==> src/rtl/seq_mag_cmp.sv <==
`default_nettype none
// ============================================================================
//  Module   : seq_mag_cmp
//  Purpose  : Bit-serial magnitude comparator. Two WIDTH-bit operands are
//             compared MSB-first, one bit per clock. The result is reported
//             as registered greater / less / equal flags (S, I, E).
//             Optional two's-complement mode and early termination.
//  Ports    : clk, rst          - rising-edge clock, async active-high reset
//             start             - request a comparison (sampled in IDLE only)
//             g                 - cascade enable; 0 forces an all-zero result
//             signed_mode       - 1 treats operands as two's complement
//             a, b              - operands, latched when start is accepted
//             busy              - high while RUN or DONE
//             done              - one-cycle pulse, result valid
//             gt, lt, eq        - A > B, A < B, A == B (held until next start)
//             count             - bits examined in the last comparison
//  Revision : 1.0 - initial release
// ============================================================================
module seq_mag_cmp #(
    parameter int WIDTH      = 8,
    parameter bit EARLY_EXIT = 1'b1
) (
    input  logic                       clk,
    input  logic                       rst,
    input  logic                       start,
    input  logic                       g,
    input  logic                       signed_mode,
    input  logic [WIDTH-1:0]           a,
    input  logic [WIDTH-1:0]           b,
    output logic                       busy,
    output logic                       done,
    output logic                       gt,
    output logic                       lt,
    output logic                       eq,
    output logic [$clog2(WIDTH+1)-1:0] count
);

    // Index width is kept at least one bit so WIDTH = 1 still has a register.
    localparam int c_cnt_w = $clog2(WIDTH + 1);
    localparam int c_idx_w = (WIDTH > 1) ? $clog2(WIDTH) : 1;
    localparam logic [c_idx_w-1:0] c_msb = c_idx_w'(WIDTH - 1);

    typedef enum logic [1:0] {
        ST_IDLE = 2'd0,
        ST_RUN  = 2'd1,
        ST_DONE = 2'd2
    } state_t;

    state_t               r_state;
    state_t               w_next;

    logic [WIDTH-1:0]     r_a;
    logic [WIDTH-1:0]     r_b;
    logic                 r_sm;
    logic [c_idx_w-1:0]   r_idx;
    logic                 r_gt;
    logic                 r_lt;
    logic                 r_eq;
    logic [c_cnt_w-1:0]   r_count;

    logic                 w_bit_diff;
    logic                 w_sign_bit;
    logic                 w_a_wins;
    logic                 w_decided;
    logic                 w_new_diff;

    // Bit under examination. On the sign bit in signed mode a set bit means
    // a negative value, so the sense of the comparison flips.
    always_comb begin
        w_bit_diff = r_a[r_idx] ^ r_b[r_idx];
        w_sign_bit = r_sm & (r_idx == c_msb);
        w_a_wins   = r_a[r_idx] ^ w_sign_bit;
        w_decided  = r_gt | r_lt;
        // Only the first differing bit may set the result.
        w_new_diff = w_bit_diff & ~w_decided;
    end

    // ------------------------------------------------------------------
    // State register
    // ------------------------------------------------------------------
    always_ff @(posedge clk or posedge rst) begin
        if (rst) begin
            r_state <= ST_IDLE;
        end else begin
            r_state <= w_next;
        end
    end

    // ------------------------------------------------------------------
    // Next-state logic
    // ------------------------------------------------------------------
    always_comb begin
        w_next = r_state;
        case (r_state)
            ST_IDLE: begin
                // g is only needed to pick the path here, so it is consumed
                // directly at the accepting edge.
                if (start) begin
                    w_next = g ? ST_RUN : ST_DONE;
                end
            end
            ST_RUN: begin
                if (EARLY_EXIT && w_new_diff) begin
                    w_next = ST_DONE;
                end else if (r_idx == '0) begin
                    w_next = ST_DONE;
                end
            end
            ST_DONE: begin
                w_next = ST_IDLE;
            end
            default: begin
                w_next = ST_IDLE;
            end
        endcase
    end

    // ------------------------------------------------------------------
    // Operand, index and result registers
    // ------------------------------------------------------------------
    always_ff @(posedge clk or posedge rst) begin
        if (rst) begin
            r_a     <= '0;
            r_b     <= '0;
            r_sm    <= 1'b0;
            r_idx   <= '0;
            r_gt    <= 1'b0;
            r_lt    <= 1'b0;
            r_eq    <= 1'b0;
            r_count <= '0;
        end else begin
            case (r_state)
                ST_IDLE: begin
                    if (start) begin
                        r_a     <= a;
                        r_b     <= b;
                        r_sm    <= signed_mode;
                        r_idx   <= c_msb;
                        r_gt    <= 1'b0;
                        r_lt    <= 1'b0;
                        r_eq    <= 1'b0;
                        r_count <= '0;
                    end
                end
                ST_RUN: begin
                    // count reaches at most WIDTH because RUN lasts at most
                    // WIDTH cycles, so it cannot wrap.
                    r_count <= r_count + c_cnt_w'(1);
                    if (w_new_diff) begin
                        r_gt <= w_a_wins;
                        r_lt <= ~w_a_wins;
                    end
                    if (w_next == ST_DONE) begin
                        // Equal only if no bit in the whole scan differed.
                        r_eq <= ~(w_decided | w_bit_diff);
                    end else begin
                        r_idx <= r_idx - c_idx_w'(1);
                    end
                end
                default: begin
                end
            endcase
        end
    end

    assign busy  = (r_state != ST_IDLE);
    assign done  = (r_state == ST_DONE);
    assign gt    = r_gt;
    assign lt    = r_lt;
    assign eq    = r_eq;
    assign count = r_count;

endmodule
`default_nettype wire

==> config.mk <==
export PLATFORM = sky130hd
export DESIGN_NAME = seq_mag_cmp
export DESIGN_NICKNAME = d
export VERILOG_FILES = /design/src/rtl/seq_mag_cmp.sv
export SDC_FILE = /design/constraint.sdc
export NUM_CORES = 1
export LEC_CHECK = 0
export ABC_AREA = 1
export ABC_CLOCK_PERIOD_IN_PS = 3300
export CORE_MARGIN = 8
export CORE_UTILIZATION = 54
export CTS_CLUSTER_DIAMETER = 60
export DETAILED_ROUTE_END_ITERATION = 8
export PLACE_DENSITY = 0.83
export SLEW_MARGIN = 15
export SYNTH_ARGS = -nofsm -noshare
export SYNTH_HDL_FRONTEND = slang
export SYNTH_SLANG_ARGS = --single-unit
==> constraint.sdc <==
create_clock -name clk -period 3.3 [get_ports clk]
set_clock_uncertainty 0.2 [all_clocks]
set_input_delay 0.66 -clock clk [delete_from_list [all_inputs] [get_ports clk]]
set_output_delay 0.66 -clock clk [all_outputs]
set_load 0.005 [all_outputs]
==> run metrics, run 1 <==
final number of hold-violating endpoints=0; mean post-synth cell area=roughly 7.8 sq um; dpl hpwl=2210 um; IO Count=30; Slew headroom=0.730; Worst-path clk slew=about 90 ps; Worst path depth=3; drt first pass iters=4; Pwr Density=886 mW/mm^2; Net count, final=254; Sum Neg Setup Slack=0 ps; Crit path largest cell delay=440 ps; minimum hold slack=about 280 ps; CTS buffer count=5; hold crit path type=reg -> reg; CTS Buffer Depth=2; Max Slew Vio Count=0; synthesis-to-layout area growth=24.8%; first-pass GRT wire length=5350 um; worst slew pin tran=405 ps; commonest non-fill, non-tap cell in the layout=nand2_1; worst-path maximum fanout=3; syn_nets=220; DIE WIDTH=68.9 um; most frequent cells in the layout=nand2_1, dfrtp_1, clkdlybuf4s50_1; RR Startpoint=r_idx[0]; drt via density=5.02; synthesis-stage register bit count=29; Post-CTS Setup Repair Bufs=0; Final min period=2230 ps; post-synthesis sequential area ratio=0.480; Logic pwr share=0.509; VDD IR max=a little under 0.0007 V; htree depth=2; number of max-cap violations=0; largest family of logic cells by synthesized area=simple AND/OR/NAND/NOR gates; Critical Path AT=roughly 1400 ps; crit share post-route=0.675; startpoint types=flop; Net Sw Power=just over 700 uW; Clock power frac=0.127; Port-buffer cells=29; synth warn=0; endpoint of the worst hold path=count[3]; root buffer cell=clkbuf_4; GRT overflow=0; WP data required=2440 ps; switching share of power=0.433; TritonCTS clock tree=yes; cts-stage hold buffer count=0; simple-gate share of the synthesized area=0.305; # clock sinks=29; num rows=19; outcome=finished clean; Slowest cell on crit path=clkdlybuf4s50_1; cell area after synthesis=about 0.0015 sq mm; cell count after synthesis=a little under 200; Die Ht=just under 70 um; n_diodes=0; final wirelength=3070 um; clk_lat worst skew=between 300 and 400 ps; Crit. End Element=output port; CP top delay family=buffers and inverters; Core ar.=0.00271 sq mm; initial antenna violation count=0; vias in the first global route=about 1,300; CTS resizes=0; DR iter-0 viols=a little under 60; largest net degree at the start of global routing=36; mux share of post-synthesis cell area=0.00662; leakage power=0.000967 uW; adder-cell area share of the yosys netlist=0.0331; Initial Util=0.558; R2R Setup Slk=1310 ps; gp weighted congestion=0.801; Worst R2R Path Depth=11; DRC=0; CP bufs+invs=2; post-synth cell types=20; post-synthesis xor/xnor area fraction=0.0116; via count=1,304; Fmax=approximately 450 MHz; Internal=949 uW; Setup-failing EPs final=0; unrepaired setup endpoints after global routing=false; post-route ant nets=0; critical path class=reg -> out; fraction of layout cells with a size suffix above 1=0.0917; HP Start=count[3]; Seq pwr share=0.365; Worst Hold Depth=1; die area=between 0.004 and 0.005 sq mm; CP Cell Sequence=nor2_1 -> inv_1 -> clkdlybuf4s50_1; RR Endpoint=r_idx[0]; Avg WL per Cell=11.8 um; total track usage=0.145; post-synthesis compound-gate area fraction=0.0786
==> sequential cells by signal, summed over array words and instances (netlist names) <==
register and count:
r_b 8, r_sm 1, lt 1, r_state 2
r_idx 3, count 4, gt 1, r_a 8
eq 1
==> how the worst max path moves through the flow <==
stage	to	start
after global routing	busy	r_state[0]
after global placement	count[2]	start
after detailed placement	count[2]	start
final	busy	r_state[0]
after floorplan	count[2]	start
after CTS	done	r_state[0]
==> layout make-up <==
type	count	area [sq um]
Inverter	26	97.6
Multi-Input combinational cell	135	658
Tap cell	31	38.8
Fill cell	224	822
Sequential cell	29	726
Clock buffer	7	55.1
Timing Repair Buffer	32	313
==> power by group through the flow <==
stage / Clock [uW] / Sequential [uW] / Combinational (uW)
6_report: 212 / 610 / 851
3_5_place_dp: 0 / 617 / 853
2_1_floorplan: 0 / 585 / 651
3_3_place_gp: 0 / 610 / 831
5_1_grt: 231 / 633 / 980
4_1_cts: 218 / 610 / 858
==> routing by layer <==
layer | wire length (um) | global-route usage | up-vias
li1 | - | - | 674
met1 | 1430 | 0.177 | 594
met2 | 1430 | 0.238 | 30
met3 | 177 | 0.0468 | 6
met4 | 29 | 0.0426 | 0
met5 | 0 | 0 | -
==> cell usage after synthesis <==
| master | number | area [sq um] |
|---|---|---|
| o21ai_0 | 19 | 95.1 |
| o21ai_1 | 1 | 5.00 |
| a21oi_1 | 2 | 10.0 |
| dfrtp_1 | 29 | 726 |
| buf_4 | 1 | 7.51 |
| inv_1 | 22 | 82.6 |
| xor2_1 | 2 | 17.5 |
| nand4_1 | 1 | 6.26 |
| nand2_2 | 6 | 37.5 |
| nand3_4 | 2 | 35.0 |
| buf_6 | 1 | 11.3 |
| a22o_1 | 1 | 8.76 |
| nand3_1 | 18 | 90.1 |
| inv_2 | 4 | 15.0 |
| buf_2 | 1 | 5.00 |
| clkbuf_1 | 2 | 7.51 |
| nand2_1 | 71 | 267 |
| ha_1 | 4 | 50.1 |
| nor2_1 | 7 | 26.3 |
| mux2i_1 | 1 | 10.0 |
==> cell families after synthesis <==
group           Yosys count
flops                    29
simple gates            105
fa+ha+maj                 4
compound gates           23
xor+xnor                  2
buf+inv                  31
mux                       1
==> per-stage QoR <==
| stage | utilization | setup slack, ps | cells | power (uW) | area (sq um) |
|---|---|---|---|---|---|
| finish | 0.697 | 1070 | 260 | 1670 | 1890 |
| global route | 0.697 | 946 | 260 | 1840 | 1890 |
| CTS | 0.697 | 1050 | 260 | 1690 | 1890 |
| detailed placement | 0.676 | 1100 | 253 | 1470 | 1830 |
| global placement | 0.676 | 1150 | 253 | 1440 | 1830 |
| floorplan | - | 1610 | 195 | 1240 | 1510 |
(Power assumes the default switching activity.)
==> run 2, diff against run 1 <==
--- a/config.mk
+++ b/config.mk
@@ -6,12 +6,12 @@
 export NUM_CORES = 1
 export LEC_CHECK = 0
 export ABC_AREA = 1
-export ABC_CLOCK_PERIOD_IN_PS = 3300
+export ABC_CLOCK_PERIOD_IN_PS = 2200
 export CORE_MARGIN = 8
-export CORE_UTILIZATION = 54
+export CORE_UTILIZATION = 51
 export CTS_CLUSTER_DIAMETER = 60
 export DETAILED_ROUTE_END_ITERATION = 8
-export PLACE_DENSITY = 0.83
+export PLACE_DENSITY = 0.79
 export SLEW_MARGIN = 15
 export SYNTH_ARGS = -nofsm -noshare
 export SYNTH_HDL_FRONTEND = slang
==> constraint.sdc (replaced) <==
create_clock -name clk -period 2.2 [get_ports clk]
set_clock_uncertainty 0.2 [all_clocks]
set_input_delay 0.44 -clock clk [delete_from_list [all_inputs] [get_ports clk]]
set_output_delay 0.44 -clock clk [all_outputs]
set_load 0.005 [all_outputs]
==> run metrics, run 2 (same netlist as run 1, synthesis figures left out) <==
outcome=finished clean; minimum hold slack=about 260 ps; Final min period=2110 ps; leakage power=0.000982 uW; Critical Path AT=1470 ps; CTS buffer count=5; number of max-cap violations=0; crit share post-route=0.957; Die Ht=70.5 um; VDD IR max=0.00114 V; # clock sinks=29; dpl hpwl=2450 um; unrepaired setup endpoints after global routing=false; first-pass GRT wire length=5760 um; CTS Buffer Depth=2; Initial Util=0.544; initial antenna violation count=0; vias in the first global route=1,288; num rows=19; critical path class=reg -> out; htree depth=2; TritonCTS clock tree=yes; n_diodes=0; final wirelength=3320 um; GRT overflow=0; final number of hold-violating endpoints=0; clk_lat worst skew=330 ps; most frequent cells in the layout=nand2_1, dfrtp_1, clkdlybuf4s50_1; DRC=0; post-route ant nets=0; root buffer cell=clkbuf_4; fraction of layout cells with a size suffix above 1=0.104; DIE WIDTH=70.5 um; startpoint types=flop; Slowest cell on crit path=clkdlybuf4s50_1; total track usage=0.143; Setup-failing EPs final=0; drt first pass iters=4; gp weighted congestion=0.812; Fmax=between 400 and 500 MHz; worst slew pin tran=363 ps; Sum Neg Setup Slack=0 ps; CTS resizes=0; Avg WL per Cell=12.7 um; commonest non-fill, non-tap cell in the layout=nand2_1; synthesis-to-layout area growth=26.3%; IO Count=30; Core ar.=0.00278 sq mm; Fill cells=250; Max Slew Vio Count=0; Slew headroom=0.758; Worst-path clk slew=90 ps; Post-CTS Setup Repair Bufs=0; Pwr Density=1360 mW/mm^2; CP top delay family=buffers and inverters; Net count, final=255; worst-path maximum fanout=3; cts-stage hold buffer count=0; Crit path largest cell delay=roughly 460 ps; die area=0.00496 sq mm; RR Startpoint=r_idx[0]; Port-buffer cells=29; CP Cell Sequence=nor2_1 -> inv_1 -> clkdlybuf4s50_1; hold crit path type=in -> async; drt via density=5.04; Crit. End Element=output port; crit path from=r_state[0]; DR iter-0 viols=40; overall power=2590 uW; largest net degree at the start of global routing=36; CP bufs+invs=2; via count=1,320; WP data required=~1600 ps
[run 2: cell count changes in the layout (fill, tap and decap cells not counted), sizes merged]
cell | previous run | this run
clkinv | 0 | 1
buf | 3 | 4
[run 2: area by class of cell]
cell class                      count  area [sq um]  share of cell area
Sequential cell                    29           726               0.380
Inverter                           26          97.6              0.0511
Timing Repair Buffer               33           320               0.168
Clock buffer                        7          65.1              0.0341
Tap cell                           31          38.8              0.0203
Multi-Input combinational cell    135           658               0.344
Clock inverter                      1          5.00             0.00262
[run 2: metrics by stage]
stage	worst slack [ps]	instance area, sq um	std cells	util
2_1_floorplan	623	1510	195	-
3_3_place_gp	275	1840	254	0.662
3_5_place_dp	190	1840	254	0.662
4_1_cts	78.5	1910	262	0.687
5_1_grt	41.9	1910	262	0.687
6_report	94.4	1910	262	0.687
[run 2: per-layer routing]
| layer | vias to the layer above | track usage | part of all wire |
|---|---|---|---|
| met4 | 0 | 0.0714 | 0.019 |
| met2 | 25 | 0.229 | 0.48 |
| li1 | 681 | - | - |
| met3 | 6 | 0.0593 | 0.056 |
| met1 | 608 | 0.158 | 0.44 |
| met5 | - | 0 | 0 |
[run 2: report_power, final]
part / total [uW] / leakage (uW) / switching, uW / internal, uW
sequential: 900 / 0.000364 / 140 / 761
combinational: 1320 / 0.000576 / 794 / 525
clock: 373 / 0.0000413 / 189 / 185
total: 2590 / 0.000982 / 1120 / 1470
[run 2: path summary, 6_finish.rpt]
path	endpoint	slack, ps	depth (start not counted)
worst max-delay path	busy	90	3
worst min-delay path	r_a[3]	260	3
worst max register to register	r_idx[2]	440	11
worst min register to register	eq	280	2
max in group asynchronous	r_b[1]	1260	3
min in group clk	eq	280	2
[run 2: tightest hold or removal path: stages]
cell,delay [ps]
clkdlybuf4s50_1,390
inv_1,50
buf_4,330
==> run 3, diff against run 2 <==
--- a/config.mk
+++ b/config.mk
@@ -7,7 +7,7 @@
 export LEC_CHECK = 0
 export ABC_AREA = 1
 export ABC_CLOCK_PERIOD_IN_PS = 2200
-export CORE_MARGIN = 8
+export CORE_MARGIN = 4
 export CORE_UTILIZATION = 51
 export CTS_CLUSTER_DIAMETER = 60
 export DETAILED_ROUTE_END_ITERATION = 8
==> run metrics, run 3 (same netlist as run 1, synthesis figures left out) <==
minimum hold slack=273 ps; outcome=finished clean; crit path from=r_state[0]; IO Count=30; share of the core filled with cells=0.674; Critical Path AT=1390 ps; number of max-cap violations=0; Post-CTS Setup Repair Bufs=0; startpoint types=flop; Sum Neg Setup Slack=0 ps; most frequent cells in the layout=nand2_1, dfrtp_1, clkdlybuf4s50_1; gp weighted congestion=0.878; Max Slew Vio Count=0; htree depth=2; VDD IR max=0.000728 V; commonest non-fill, non-tap cell in the layout=nand2_1; overall power=around 2500 uW; # clock sinks=29; Die Ht=between 60 and 70 um; worst-path maximum fanout=3; drt via density=4.95; vias in the first global route=~1,300; Core ar.=~0.0028 sq mm; num rows=19; clk_lat worst skew=between 300 and 400 ps; CTS buffer count=5; Worst-path clk slew=90 ps; Fmax=493 MHz; n_diodes=0; cts-stage hold buffer count=0; Final min period=2030 ps; CP bufs+invs=2; TritonCTS clock tree=yes; Slew headroom=0.751; first-pass GRT wire length=5580 um; Avg WL per Cell=11.7 um; final wirelength=between 3000 and 4000 um; total track usage=0.180; Crit path largest cell delay=approximately 440 ps; Slowest cell on crit path=clkdlybuf4s50_1; DRC=0; drt first pass iters=4; final worst slack=173 ps; Initial Util=0.539; Fill cells=252; unrepaired setup endpoints after global routing=false; Net count, final=255; DR iter-0 viols=61; final number of hold-violating endpoints=0; CP top delay family=buffers and inverters; dpl hpwl=about 2200 um; root buffer cell=clkbuf_4; pre-CTS worst setup slack=slightly below 200 ps; CTS resizes=0; initial antenna violation count=0; fraction of layout cells with a size suffix above 1=0.0909; worst slew pin tran=373 ps; Port-buffer cells=29; WP data required=1560 ps; CP Cell Sequence=nor2_1 -> inv_1 -> clkdlybuf4s50_1; critical path class=reg -> out; Crit. End Element=output port; hold crit path type=in -> async; die area=approximately 0.0039 sq mm; CTS Buffer Depth=2; RR Startpoint=r_idx[0]; via count=roughly 1,300; leakage power=roughly 0.00097 uW; Setup-failing EPs final=0; crit share post-route=0.922; largest net degree at the start of global routing=36; Pwr Density=1330 mW/mm^2; DIE WIDTH=62.5 um; post-route ant nets=0; GRT overflow=0; synthesis-to-layout area growth=24.9%
## run 3: layout make-up
cell class / instances / area, sq um / share of cell area
Sequential cell: 29 / 726 / 0.384
Multi-Input combinational cell: 135 / 658 / 0.348
Timing Repair Buffer: 33 / 320 / 0.170
Inverter: 26 / 97.6 / 0.0517
Clock buffer: 8 / 48.8 / 0.0258
Tap cell: 31 / 38.8 / 0.0205
## run 3: power breakdown
group          internal (uW)  switching [uW]  total (uW)
combinational            523             779        1300
clock                    127             177         304
sequential               761             140         901
## run 3: metal layers
metal	track usage	vias to the layer above	wire length, um
li1	-	675	-
met4	0.0744	0	51
met1	0.209	592	1380
met2	0.298	25	1470
met5	0	-	0
met3	0.0665	4	147
## run 3: path summary, 6_finish.rpt
kind | endpoint | slack, ps | depth (start not counted)
max | busy | 170 | 3
max reg2reg | gt | 400 | 11
min in group clk | eq | 280 | 2
min | r_a[3] | 270 | 3
max in group asynchronous | r_b[2] | 1260 | 3
min reg2reg | eq | 280 | 2
## run 3: worst min-delay path, stage by stage
cell and delay [ps]:
clkdlybuf4s50_1 390, inv_1 50, buf_4 330
## run 3: per-stage QoR
step                instances  area, sq um
finish                    262         1890
global route              262         1890
CTS                       262         1890
detailed placement        254         1840
global placement          254         1840
floorplan                 195         1510
